==> src/rtl/edid_pkg.sv <==
// Shared types and constants for the EDID DDC responder.
// Latency: n/a (declarations only).
// Backpressure: n/a.
package edid_pkg;

  typedef enum logic [3:0] {
    ST_IDLE,
    ST_ADDR,
    ST_ADDR_ACK,
    ST_OFS_BYTE,
    ST_OFS_ACK,
    ST_SEG_BYTE,
    ST_SEG_ACK,
    ST_RD_BYTE,
    ST_RD_ACK,
    ST_WAIT_STOP
  } ddc_state_e;

  localparam logic [6:0] EDID_DEV_DEFAULT = 7'h50;
  localparam logic [6:0] SEG_DEV_DEFAULT  = 7'h30;

  localparam int RAM_AW = 15;
  localparam int RAM_DW = 8;

endpackage

==> src/rtl/ddc_line_filter.sv <==
// Synchronizes one raw DDC line and suppresses pulses shorter than FILTER_LEN samples.
// Latency: 2 sync flops plus FILTER_LEN stable samples before the filtered level moves.
// Backpressure: none; free-running on every clk.
module ddc_line_filter #(
  parameter int FILTER_LEN = 3
) (
  input  logic clk,
  input  logic rst_n,
  input  logic raw,
  output logic filt
);

  localparam int CW = (FILTER_LEN < 2) ? 1 : $clog2(FILTER_LEN + 1);

  logic [1:0]    sync;
  logic [CW-1:0] cnt;

  // Two-flop synchronizer; resets to the idle (high) bus level.
  always_ff @(posedge clk or negedge rst_n) begin
    if (!rst_n) sync <= 2'b11;
    else        sync <= {sync[0], raw};
  end

  // Count consecutive samples that disagree with the filtered level; flip once enough agree.
  always_ff @(posedge clk or negedge rst_n) begin
    if (!rst_n) begin
      filt <= 1'b1;
      cnt  <= '0;
    end else if (sync[1] == filt) begin
      cnt <= '0;
    end else if (cnt == CW'(FILTER_LEN - 1)) begin
      filt <= sync[1];
      cnt  <= '0;
    end else begin
      cnt <= cnt + CW'(1);
    end
  end

endmodule

==> src/rtl/edid_ddc_responder.sv <==
// DDC/E-DDC I2C target serving EDID bytes (dev 0x50) with segment pointer (dev 0x30).
// Latency: pin-to-decision 2+FILTER_LEN+1 clk; RAM read fetched one byte ahead of the bus.
// Backpressure: none; never stretches SCL, relies on clk being much faster than SCL.
module edid_ddc_responder
  import edid_pkg::*;
#(
  parameter int         FILTER_LEN = 3,
  parameter logic [6:0] EDID_DEV   = EDID_DEV_DEFAULT,
  parameter logic [6:0] SEG_DEV    = SEG_DEV_DEFAULT
) (
  input  logic              clk,
  input  logic              rst_n,
  input  logic              scl_in,
  input  logic              sda_in,
  output logic              sda_oe,
  output logic [RAM_AW-1:0] raddr,
  input  logic [RAM_DW-1:0] rdata,
  output logic              active
);

  logic scl_f, sda_f, scl_q, sda_q;
  logic scl_rise, scl_fall, start_det, stop_det;

  ddc_state_e state, state_n;
  logic [3:0] bit_cnt, bit_cnt_n;
  logic [7:0] shreg, shreg_n;
  logic [7:0] offset, offset_n;
  logic [6:0] segment, segment_n;
  logic       sda_oe_n, active_n;
  logic       ofs_got, ofs_got_n;
  logic       mack, mack_n;
  logic       byte_done, addr_match;

  ddc_line_filter #(.FILTER_LEN(FILTER_LEN)) u_scl_filt (
    .clk(clk), .rst_n(rst_n), .raw(scl_in), .filt(scl_f)
  );

  ddc_line_filter #(.FILTER_LEN(FILTER_LEN)) u_sda_filt (
    .clk(clk), .rst_n(rst_n), .raw(sda_in), .filt(sda_f)
  );

  // Previous filtered levels for edge and START/STOP detection.
  always_ff @(posedge clk or negedge rst_n) begin
    if (!rst_n) begin
      scl_q <= 1'b1;
      sda_q <= 1'b1;
    end else begin
      scl_q <= scl_f;
      sda_q <= sda_f;
    end
  end

  assign scl_rise  = scl_f & ~scl_q;
  assign scl_fall  = ~scl_f & scl_q;
  assign start_det = scl_f & scl_q & sda_q & ~sda_f;
  assign stop_det  = scl_f & scl_q & ~sda_q & sda_f;
  assign byte_done = scl_fall && (bit_cnt == 4'd8);
  // Segment pointer is write-only; a read to it is not acknowledged.
  assign addr_match = (shreg[7:1] == EDID_DEV) || ((shreg[7:1] == SEG_DEV) && !shreg[0]);

  // Protocol state and datapath registers.
  always_ff @(posedge clk or negedge rst_n) begin
    if (!rst_n) begin
      state   <= ST_IDLE;
      bit_cnt <= '0;
      shreg   <= '0;
      offset  <= '0;
      segment <= '0;
      sda_oe  <= 1'b0;
      active  <= 1'b0;
      ofs_got <= 1'b0;
      mack    <= 1'b0;
    end else begin
      state   <= state_n;
      bit_cnt <= bit_cnt_n;
      shreg   <= shreg_n;
      offset  <= offset_n;
      segment <= segment_n;
      sda_oe  <= sda_oe_n;
      active  <= active_n;
      ofs_got <= ofs_got_n;
      mack    <= mack_n;
    end
  end

  // RAM address follows the pointer one clk later, well before the next byte load.
  always_ff @(posedge clk or negedge rst_n) begin
    if (!rst_n) raddr <= '0;
    else        raddr <= {segment, offset};
  end

  // Next-state logic: STOP and START override everything, otherwise bit-level sequencing.
  always_comb begin
    state_n   = state;
    bit_cnt_n = bit_cnt;
    shreg_n   = shreg;
    offset_n  = offset;
    segment_n = segment;
    sda_oe_n  = sda_oe;
    active_n  = active;
    ofs_got_n = ofs_got;
    mack_n    = mack;

    if (stop_det) begin
      state_n   = ST_IDLE;
      sda_oe_n  = 1'b0;
      active_n  = 1'b0;
      segment_n = '0;
    end else if (start_det) begin
      state_n   = ST_ADDR;
      bit_cnt_n = '0;
      sda_oe_n  = 1'b0;
    end else begin
      case (state)
        ST_ADDR: begin
          if (scl_rise) begin
            shreg_n   = {shreg[6:0], sda_f};
            bit_cnt_n = bit_cnt + 4'd1;
          end else if (byte_done) begin
            bit_cnt_n = '0;
            if (addr_match) begin
              sda_oe_n = 1'b1;
              active_n = 1'b1;
              state_n  = ST_ADDR_ACK;
            end else begin
              active_n = 1'b0;
              state_n  = ST_WAIT_STOP;
            end
          end
        end
        ST_ADDR_ACK: begin
          if (scl_fall) begin
            sda_oe_n  = 1'b0;
            bit_cnt_n = '0;
            if (shreg[7:1] != EDID_DEV) begin
              state_n = ST_SEG_BYTE;
            end else if (shreg[0]) begin
              // First read byte: load from RAM and put its MSB on the bus.
              shreg_n  = rdata;
              offset_n = offset + 8'd1;
              sda_oe_n = ~rdata[7];
              state_n  = ST_RD_BYTE;
            end else begin
              ofs_got_n = 1'b0;
              state_n   = ST_OFS_BYTE;
            end
          end
        end
        ST_OFS_BYTE: begin
          if (scl_rise) begin
            shreg_n   = {shreg[6:0], sda_f};
            bit_cnt_n = bit_cnt + 4'd1;
          end else if (byte_done) begin
            bit_cnt_n = '0;
            sda_oe_n  = 1'b1;
            state_n   = ST_OFS_ACK;
            // Only the first written byte is the offset; later ones are discarded.
            if (!ofs_got) begin
              offset_n  = shreg;
              ofs_got_n = 1'b1;
            end
          end
        end
        ST_OFS_ACK: begin
          if (scl_fall) begin
            sda_oe_n = 1'b0;
            state_n  = ST_OFS_BYTE;
          end
        end
        ST_SEG_BYTE: begin
          if (scl_rise) begin
            shreg_n   = {shreg[6:0], sda_f};
            bit_cnt_n = bit_cnt + 4'd1;
          end else if (byte_done) begin
            bit_cnt_n = '0;
            segment_n = shreg[6:0];
            sda_oe_n  = 1'b1;
            state_n   = ST_SEG_ACK;
          end
        end
        ST_SEG_ACK: begin
          if (scl_fall) begin
            sda_oe_n = 1'b0;
            state_n  = ST_WAIT_STOP;
          end
        end
        ST_RD_BYTE: begin
          if (scl_fall) begin
            if (bit_cnt == 4'd7) begin
              bit_cnt_n = '0;
              sda_oe_n  = 1'b0;
              mack_n    = 1'b0;
              state_n   = ST_RD_ACK;
            end else begin
              bit_cnt_n = bit_cnt + 4'd1;
              shreg_n   = {shreg[6:0], 1'b0};
              sda_oe_n  = ~shreg[6];
            end
          end
        end
        ST_RD_ACK: begin
          if (scl_rise) begin
            mack_n = ~sda_f;
          end else if (scl_fall) begin
            if (mack) begin
              shreg_n   = rdata;
              offset_n  = offset + 8'd1;
              sda_oe_n  = ~rdata[7];
              bit_cnt_n = '0;
              state_n   = ST_RD_BYTE;
            end else begin
              state_n = ST_WAIT_STOP;
            end
          end
        end
        ST_IDLE, ST_WAIT_STOP: begin
        end
        default: begin
          state_n  = ST_IDLE;
          sda_oe_n = 1'b0;
        end
      endcase
    end
  end

endmodule

==> config.mk <==
export PLATFORM = sky130hd
export DESIGN_NAME = edid_ddc_responder
export DESIGN_NICKNAME = d
export VERILOG_FILES = /design/src/rtl/edid_pkg.sv /design/src/rtl/ddc_line_filter.sv /design/src/rtl/edid_ddc_responder.sv
export SDC_FILE = /design/constraint.sdc
export NUM_CORES = 1
export LEC_CHECK = 0
export BUFFER_PORTS_ARGS = -buffer_cell sky130_fd_sc_hd__buf_2
export CELL_PAD_IN_SITES_DETAIL_PLACEMENT = 0
export CELL_PAD_IN_SITES_GLOBAL_PLACEMENT = 1
export CORE_ASPECT_RATIO = 0.6
export CORE_MARGIN = 5
export CORE_UTILIZATION = 50
export CTS_CLUSTER_DIAMETER = 30
export DETAILED_ROUTE_END_ITERATION = 7
export PLACE_DENSITY = 0.9
export SETUP_SLACK_MARGIN = 0.15
export SLEW_MARGIN = 20
export SYNTH_ARGS = -nofsm -noshare
export SYNTH_HDL_FRONTEND = slang
export SYNTH_SLANG_ARGS = --single-unit
==> constraint.sdc <==
create_clock -name clk -period 5.55 [get_ports clk]
set_input_delay 0.2775 -clock clk [delete_from_list [all_inputs] [get_ports clk]]
set_output_delay 0.2775 -clock clk [all_outputs]
set_load 0.02 [all_outputs]
==> impl_metrics.env, run 1 <==
export IMPL_outcome="completed"
export IMPL_synth_ff_type="dfrtp_1"
export IMPL_fin_crit_sh_pct=55.3
export IMPL_syn_nets=329
export IMPL_clock_latency_ns=0.35
export IMPL_cp_end_kind="flip-flop"
export IMPL_cts_made_buffers=9
export IMPL_yosys_register_bits=62
export IMPL_cellPowerDensity_nw_per_um2=441
export IMPL_yosys_warnings=0
export IMPL_clock_path_buffers=2
export IMPL_gp_congestion=0.935
export IMPL_drc_errors=0
export IMPL_fmax_mhz=326
export IMPL_grt_overflow=0
export IMPL_coreArea_um2=6080
export IMPL_io_pins=29
export IMPL_holdBufCountCts=0
export IMPL_syn_area_um2=3110
export IMPL_die_y_um=71.1
export IMPL_worstPathArrival_ns=3.29
export IMPL_pwr_share_seq_pct=46.6
export IMPL_drv_slew=0
export IMPL_drive_above_1_share_pct=22.6
export IMPL_grt_start_max_net_pins=63
export IMPL_ir_drop_v=0.000240
export IMPL_diodes=0
export IMPL_nNetsFinal=351
export IMPL_skew_ns=0.00641
export IMPL_drt_total_wl_mm=6.92
export IMPL_cts_root_buffer="clkbuf_8"
export IMPL_io_buffers=28
export IMPL_critPathRequiredTime_ns=5.77
export IMPL_track_usage_pct=18.7
export IMPL_hpwl_mm=4.85
export IMPL_area_growth_synth_to_final_pct=10.6
export IMPL_multi_input_area_um2=1430
export IMPL_finish_utilization_pct=56.6
export IMPL_setup_viol=0
export IMPL_rows=22
export IMPL_rsz0062_at_grt="no"
export IMPL_final_seq_area_um2=1560
export IMPL_dieArea_um2=7960
export IMPL_ant_nets=0
export IMPL_cts_setup_buffers=0
export IMPL_hold_path_class="input pin to flip-flop"
export IMPL_critPathLaunchType="flip-flop"
export IMPL_cts_tree="built"
export IMPL_drt_iter0_markers=278
export IMPL_vias_per_cell=5.79
export IMPL_synthArstFlopShare_pct=100
export IMPL_cts_resized=0
export IMPL_post_drt_wl_per_cell_um=16.3
export IMPL_finalHoldViolCount=0
export IMPL_period_needed_ns=3.07
export IMPL_ys_types=54
export IMPL_cts_sinks=62
export IMPL_clk_pin_slew_ns=0.07
export IMPL_relSlewSlack_pct=39.8
export IMPL_worstMarginPinSlew_ns=0.901
export IMPL_maxCapViolCount=0
export IMPL_switching_share_pct=39.6
export IMPL_final_setup_tns_ns=0
export IMPL_grt_pass1_vias=2236
export IMPL_syn_avg_cell_area_um2=9.91
export IMPL_comb_power_share_pct=30.4
export IMPL_cp_max_fo=20
export IMPL_synth_edf_count=0
export IMPL_reg2reg_slack_ns=2.48
export IMPL_clockPowerShare_pct=23.0
export IMPL_postSynthCellCount=314
export IMPL_switching_power_w=0.000600
export IMPL_start_util_pct=51.2
export IMPL_p_int_w=0.000917
export IMPL_grt_first_pass_wirelength_mm=11.8
export IMPL_die_w_um=112
export IMPL_dr_pass1_iters=5
export IMPL_cts_max_level=3
export IMPL_seq_area_frac_synth_pct=50.2
export IMPL_n_fill_cell=526
export IMPL_grt_antenna_before_repair=0
export IMPL_vias=2462
export IMPL_p_leak_nw=1.52
export IMPL_crit_type="flip-flop to flip-flop"
## power by group through the flow
stage / logic [W] / registers, W / clock network (W)
CTS: 0.000462 / 0.000701 / 0.000357
global route: 0.000516 / 0.000722 / 0.000378
floorplan: 0.000381 / 0.000654 / 0
global placement: 0.000451 / 0.000703 / 0
detailed placement: 0.000458 / 0.000709 / 0
finish: 0.000461 / 0.000706 / 0.000350
## worst paths after layout
kind / from / to / depth (start not counted)
max: state[0]$_DFFE_PN0P_ / offset[0]$_DFFE_PN0P_ / 6
min: scl_in / u_scl_filt.sync[0]$_DFF_PN1_ / 1
max reg2reg: state[0]$_DFFE_PN0P_ / offset[0]$_DFFE_PN0P_ / 6
min reg2reg: u_sda_filt.sync[0]$_DFF_PN1_ / u_sda_filt.sync[1]$_DFF_PN1_ / 0
max in group asynchronous: rst_n / offset[3]$_DFFE_PN0P_ / 2
min in group asynchronous: rst_n / bit_cnt[1]$_DFFE_PN0P_ / 2
## synthesized netlist by cell type, types with 5 or more instances
master | number | share of area (%)
a21oi_1 | 24 | 3.9
a22o_1 | 7 | 2.0
buf_2 | 5 | 0.80
clkbuf_1 | 10 | 1.2
dfrtp_1 | 54 | 43
dfstp_2 | 8 | 6.8
inv_1 | 7 | 0.84
mux2_2 | 10 | 3.6
nand2_1 | 39 | 4.7
nand2b_1 | 7 | 1.4
nand3_1 | 9 | 1.4
nor2_1 | 18 | 2.2
nor2b_1 | 8 | 1.6
nor3_1 | 14 | 2.3
o21ai_0 | 22 | 3.5
o22ai_1 | 6 | 1.2
## final cells by class
type | instances | area share, %
clock buffer | 9 | 3.60
clock inverter | 7 | 1.42
inverter | 7 | 0.763
multi-input combinational | 227 | 41.5
sequential | 62 | 45.4
tap | 84 | 3.05
timing repair buffer | 29 | 4.29
## layer usage
| metal | routed length [µm] | vias up | track usage [%] |
|---|---|---|---|
| li1 | - | 1188 | - |
| met1 | 3750 | 1150 | 30.9 |
| met2 | 2560 | 109 | 22.4 |
| met3 | 502 | 15 | 5.30 |
| met4 | 96 | 0 | 5.67 |
| met5 | 0 | - | 0 |
## cell families after synthesis
| kind of cell | share of synthesized area (%) |
|---|---|
| buffers and inverters | 3.94 |
| flip-flops | 50.2 |
| multiplexers | 4.30 |
| adder cells (fa/ha/maj) | 1.21 |
| AO/OA/AOI/OAI | 17.9 |
| AND/OR/NAND/NOR | 21.6 |
| XOR/XNOR | 0.844 |
## sequential cells by signal, indices dropped and copies added (netlist names)
signal and flops:
shreg 8, segment 7, active 1, raddr 15
offset 8, u_sda_filt.filt 1, bit_cnt 4, u_sda_filt.sync 2
u_scl_filt.filt 1, u_scl_filt.sync 2, sda_oe 1, mack 1
scl_q 1, u_scl_filt.cnt 2, ofs_got 1, sda_q 1
u_sda_filt.cnt 2, state 4
## cell usage in the layout, fill, tap and decap left out, types with 8 or more instances in the layout
master | Yosys | final
a21oi_1 | 24 | 24
nor3_1 | 14 | 14
dfstp_2 | 8 | 8
dfrtp_1 | 54 | 54
clkbuf_8 | 0 | 9
mux2_2 | 10 | 10
nand3_1 | 9 | 9
nor2b_1 | 8 | 8
nand2_1 | 39 | 39
nor2_1 | 18 | 18
buf_2 | 5 | 28
o21ai_0 | 22 | 22
## worst max-delay path, cell delays in order, from the launching register on
cell and delay (ns):
dfrtp_1 0.68, nor2b_1 0.79, nand2_1 0.57, nor2_1 0.20
and4b_1 0.39, o22ai_1 0.23, nor3_1 0.08
## metrics by stage
stage	hold WS [ns]	cell area [µm²]	total power, W	cells	setup WS, ns
after floorplan	-0.0181	3110	0.00104	314	3.53
after global placement	0.346	3270	0.00115	409	2.61
after detailed placement	0.349	3270	0.00117	409	2.53
after CTS	0.0140	3440	0.00152	425	2.52
after global routing	0.0160	3440	0.00162	425	2.21
final	0.0266	3440	0.00152	425	2.48
Power figures use the tool's default switching activity.
==> inputs of run 2 (changes only) <==
CORE_UTILIZATION = 46   (was 50)
PLACE_DENSITY = 0.84   (was 0.9)
clock period = 3.12 ns   (was 5.55 ns; I/O delays follow)
==> run 2 against run 1 <==
The flow now finishes with violations (hold timing). Clock skew is essentially flat. Via count grew 1.5%. Count of clock-buffer cells in the layout rose by 2. Wire length is 4.5% higher. Flip-flop and latch count unchanged. Die area rose by 7.7%. Final area is 6.4% higher. Hold slack got worse by 0.057 ns. Final cell count is 2.6% higher. Largest power group unchanged.
==> impl_metrics.env, run 2 (synthesis gave the netlist of run 1 again) <==
export IMPL_crit_family="simple AND/OR/NAND/NOR gates"
export IMPL_dr_pass1_iters=4
export IMPL_vias=2499
export IMPL_period_needed_ns=2.48
export IMPL_cellPowerDensity_nw_per_um2=870
export IMPL_outcome="finished with violations"
export IMPL_grt_util_met3_pct=7.16
export IMPL_largest_reg_flops=15
export IMPL_fmax_mhz=404
export IMPL_relSlewSlack_pct=37.7
export IMPL_busiest_layer="met1"
export IMPL_cts_sinks=62
export IMPL_drt_total_wl_mm=7.22
export IMPL_ant_nets=0
export IMPL_die_y_um=73.7
export IMPL_dieArea_um2=8570
export IMPL_cts_made_buffers=9
export IMPL_cp_max_fo=9
export IMPL_post_drt_wl_per_cell_um=16.6
export IMPL_final_cell_mix="dfrtp_1 (54), nand2_1 (39), buf_2 (28)"
export IMPL_holdBufCountCts=2
export IMPL_cts_resized=0
export IMPL_crit_type="flip-flop to flip-flop"
export IMPL_whs_ns=-0.0300
export IMPL_die_w_um=116
export IMPL_critPathRequiredTime_ns=3.33
export IMPL_multi_input_area_um2=1430
export IMPL_critPathLaunchType="flip-flop"
export IMPL_diodes=0
export IMPL_placedCellCount=418
export IMPL_grt_pass1_vias=2335
export IMPL_cpPeakStageDelay_ns=0.68
export IMPL_startpoint="scl_q$_DFF_PN1_"
export IMPL_ir_drop_v=0.000391
export IMPL_cts_max_level=3
export IMPL_globalRouteMet1Util_pct=29.6
export IMPL_drive_above_1_share_pct=23.5
export IMPL_met2_usage_pct=22.5
export IMPL_drv_slew=0
export IMPL_final_common_cell="dfrtp_1"
export IMPL_clockPowerShare_pct=33.5
export IMPL_hpwl_mm=5.24
export IMPL_cts_tree="built"
export IMPL_pwr_share_seq_pct=38.4
export IMPL_grt_antenna_before_repair=0
export IMPL_n_fill_cell=581
export IMPL_cts_setup_buffers=0
export IMPL_p_leak_nw=1.62
export IMPL_gp_congestion=0.959
export IMPL_hold_path_class="input pin to asynchronous set/reset pin"
export IMPL_largestRegisters="raddr: 15 flops, offset: 8 flops, shreg: 8 flops"
export IMPL_finalHoldViolCount=35
export IMPL_maxCapViolCount=0
export IMPL_grt_start_max_net_pins=43
export IMPL_switching_share_pct=34.5
export IMPL_clk_pin_slew_ns=0.05
export IMPL_regMostFlops="raddr"
export IMPL_grt_first_pass_wirelength_mm=12.2
export IMPL_vias_per_cell=5.73
export IMPL_worstPathArrival_ns=2.69
export IMPL_dpl_worst_slack_ns=0.702
export IMPL_area_growth_synth_to_final_pct=17.7
export IMPL_fin_cells=436
export IMPL_nNetsFinal=359
export IMPL_cp_end_kind="flip-flop"
export IMPL_rows=23
export IMPL_final_seq_area_um2=1560
export IMPL_rsz0062_at_grt="no"
export IMPL_p_int_w=0.00209
export IMPL_start_util_pct=47.0
export IMPL_cts_root_buffer="clkbuf_16"
export IMPL_switching_power_w=0.00110
export IMPL_comb_power_share_pct=28.1
export IMPL_setup_viol=0
export IMPL_coreArea_um2=6620
export IMPL_skew_ns=0.00661
export IMPL_critical_path_slowest_cell="a2111oi_0"
export IMPL_track_usage_pct=18.6
export IMPL_clock_path_buffers=2
export IMPL_critical_path_buf_inv_count=0
export IMPL_worstMarginPinSlew_ns=0.934
export IMPL_io_pins=29
export IMPL_crit_chain="nor2b_1, nand4b_1, a2111oi_0, nand3b_1, a22o_1"
export IMPL_drt_iter0_markers=246
export IMPL_io_buffers=28
export IMPL_setup_slack_ns=0.644
export IMPL_final_setup_tns_ns=0
export IMPL_fin_crit_sh_pct=79.4
export IMPL_grt_overflow=0
export IMPL_clock_latency_ns=0.32
export IMPL_drc_errors=0
export IMPL_r2r_start="scl_q$_DFF_PN1_"
export IMPL_violations="hold timing"
[run 2: changes by cell type in the layout (fill, tap and decap cells not counted), sizes merged]
| cell | previous run | this run |
|---|---|---|
| clkinvlp | 1 | 3 |
| clkbuf | 9 | 11 |
| buf | 29 | 35 |
| clkinv | 4 | 0 |
| dlygate4sd3 | 0 | 2 |
| inv | 9 | 7 |
| bufinv | 0 | 2 |
[run 2: final cells by class]
cell class	instances	share of cell area [%]
multi-input cells	227	39.0
well taps	87	2.97
clock inverters	5	2.25
clock buffers	11	6.63
inverters	7	0.717
flip-flops and latches	62	42.6
repair buffers	37	5.81
[run 2: path summary, 6_finish.rpt]
kind / to / slack, ns / cells past startpoint
max: ofs_got$_DFFE_PN0P_ / 0.64 / 5
min: u_scl_filt.cnt[1]$_DFF_PN0_ / -0.03 / 1
max reg2reg: ofs_got$_DFFE_PN0P_ / 0.64 / 5
min reg2reg: u_scl_filt.sync[1]$_DFF_PN1_ / 0.36 / 0
max in group asynchronous: u_scl_filt.sync[0]$_DFF_PN1_ / 2.27 / 2
min in group clk: shreg[3]$_DFFE_PN0P_ / 0.17 / 3
[run 2: worst register-to-register path, stage by stage, from the launching register on]
cell and delay [ns]:
dfstp_2 0.56, nor2b_1 0.48, nand4b_1 0.32, a2111oi_0 0.68, nand3b_1 0.13, a22o_1 0.19
[run 2: power by group through the flow]
stage          combinational, W  sequential, W  clock, W
2_1_floorplan          0.000679        0.00116         0
4_1_cts                0.000892        0.00122   0.00109
3_3_place_gp           0.000885        0.00122         0
3_5_place_dp           0.000889        0.00123         0
6_report               0.000897        0.00122   0.00107
5_1_grt                0.000999        0.00125   0.00112
[run 2: per-layer routing]
metal	up-vias	share of wire, %	wire [µm]
met5	-	0	0
met1	1176	53	3820
li1	1206	-	-
met2	113	37	2670
met3	4	9.7	698
met4	0	0.43	31
[run 2: metrics by stage]
stage	area, µm²	utilization (%)	power [W]
detailed placement	3320	50.1	0.00212
global placement	3320	50.1	0.00211
floorplan	3110	-	0.00184
global route	3660	55.3	0.00337
finish	3660	55.3	0.00319
CTS	3660	55.3	0.00320
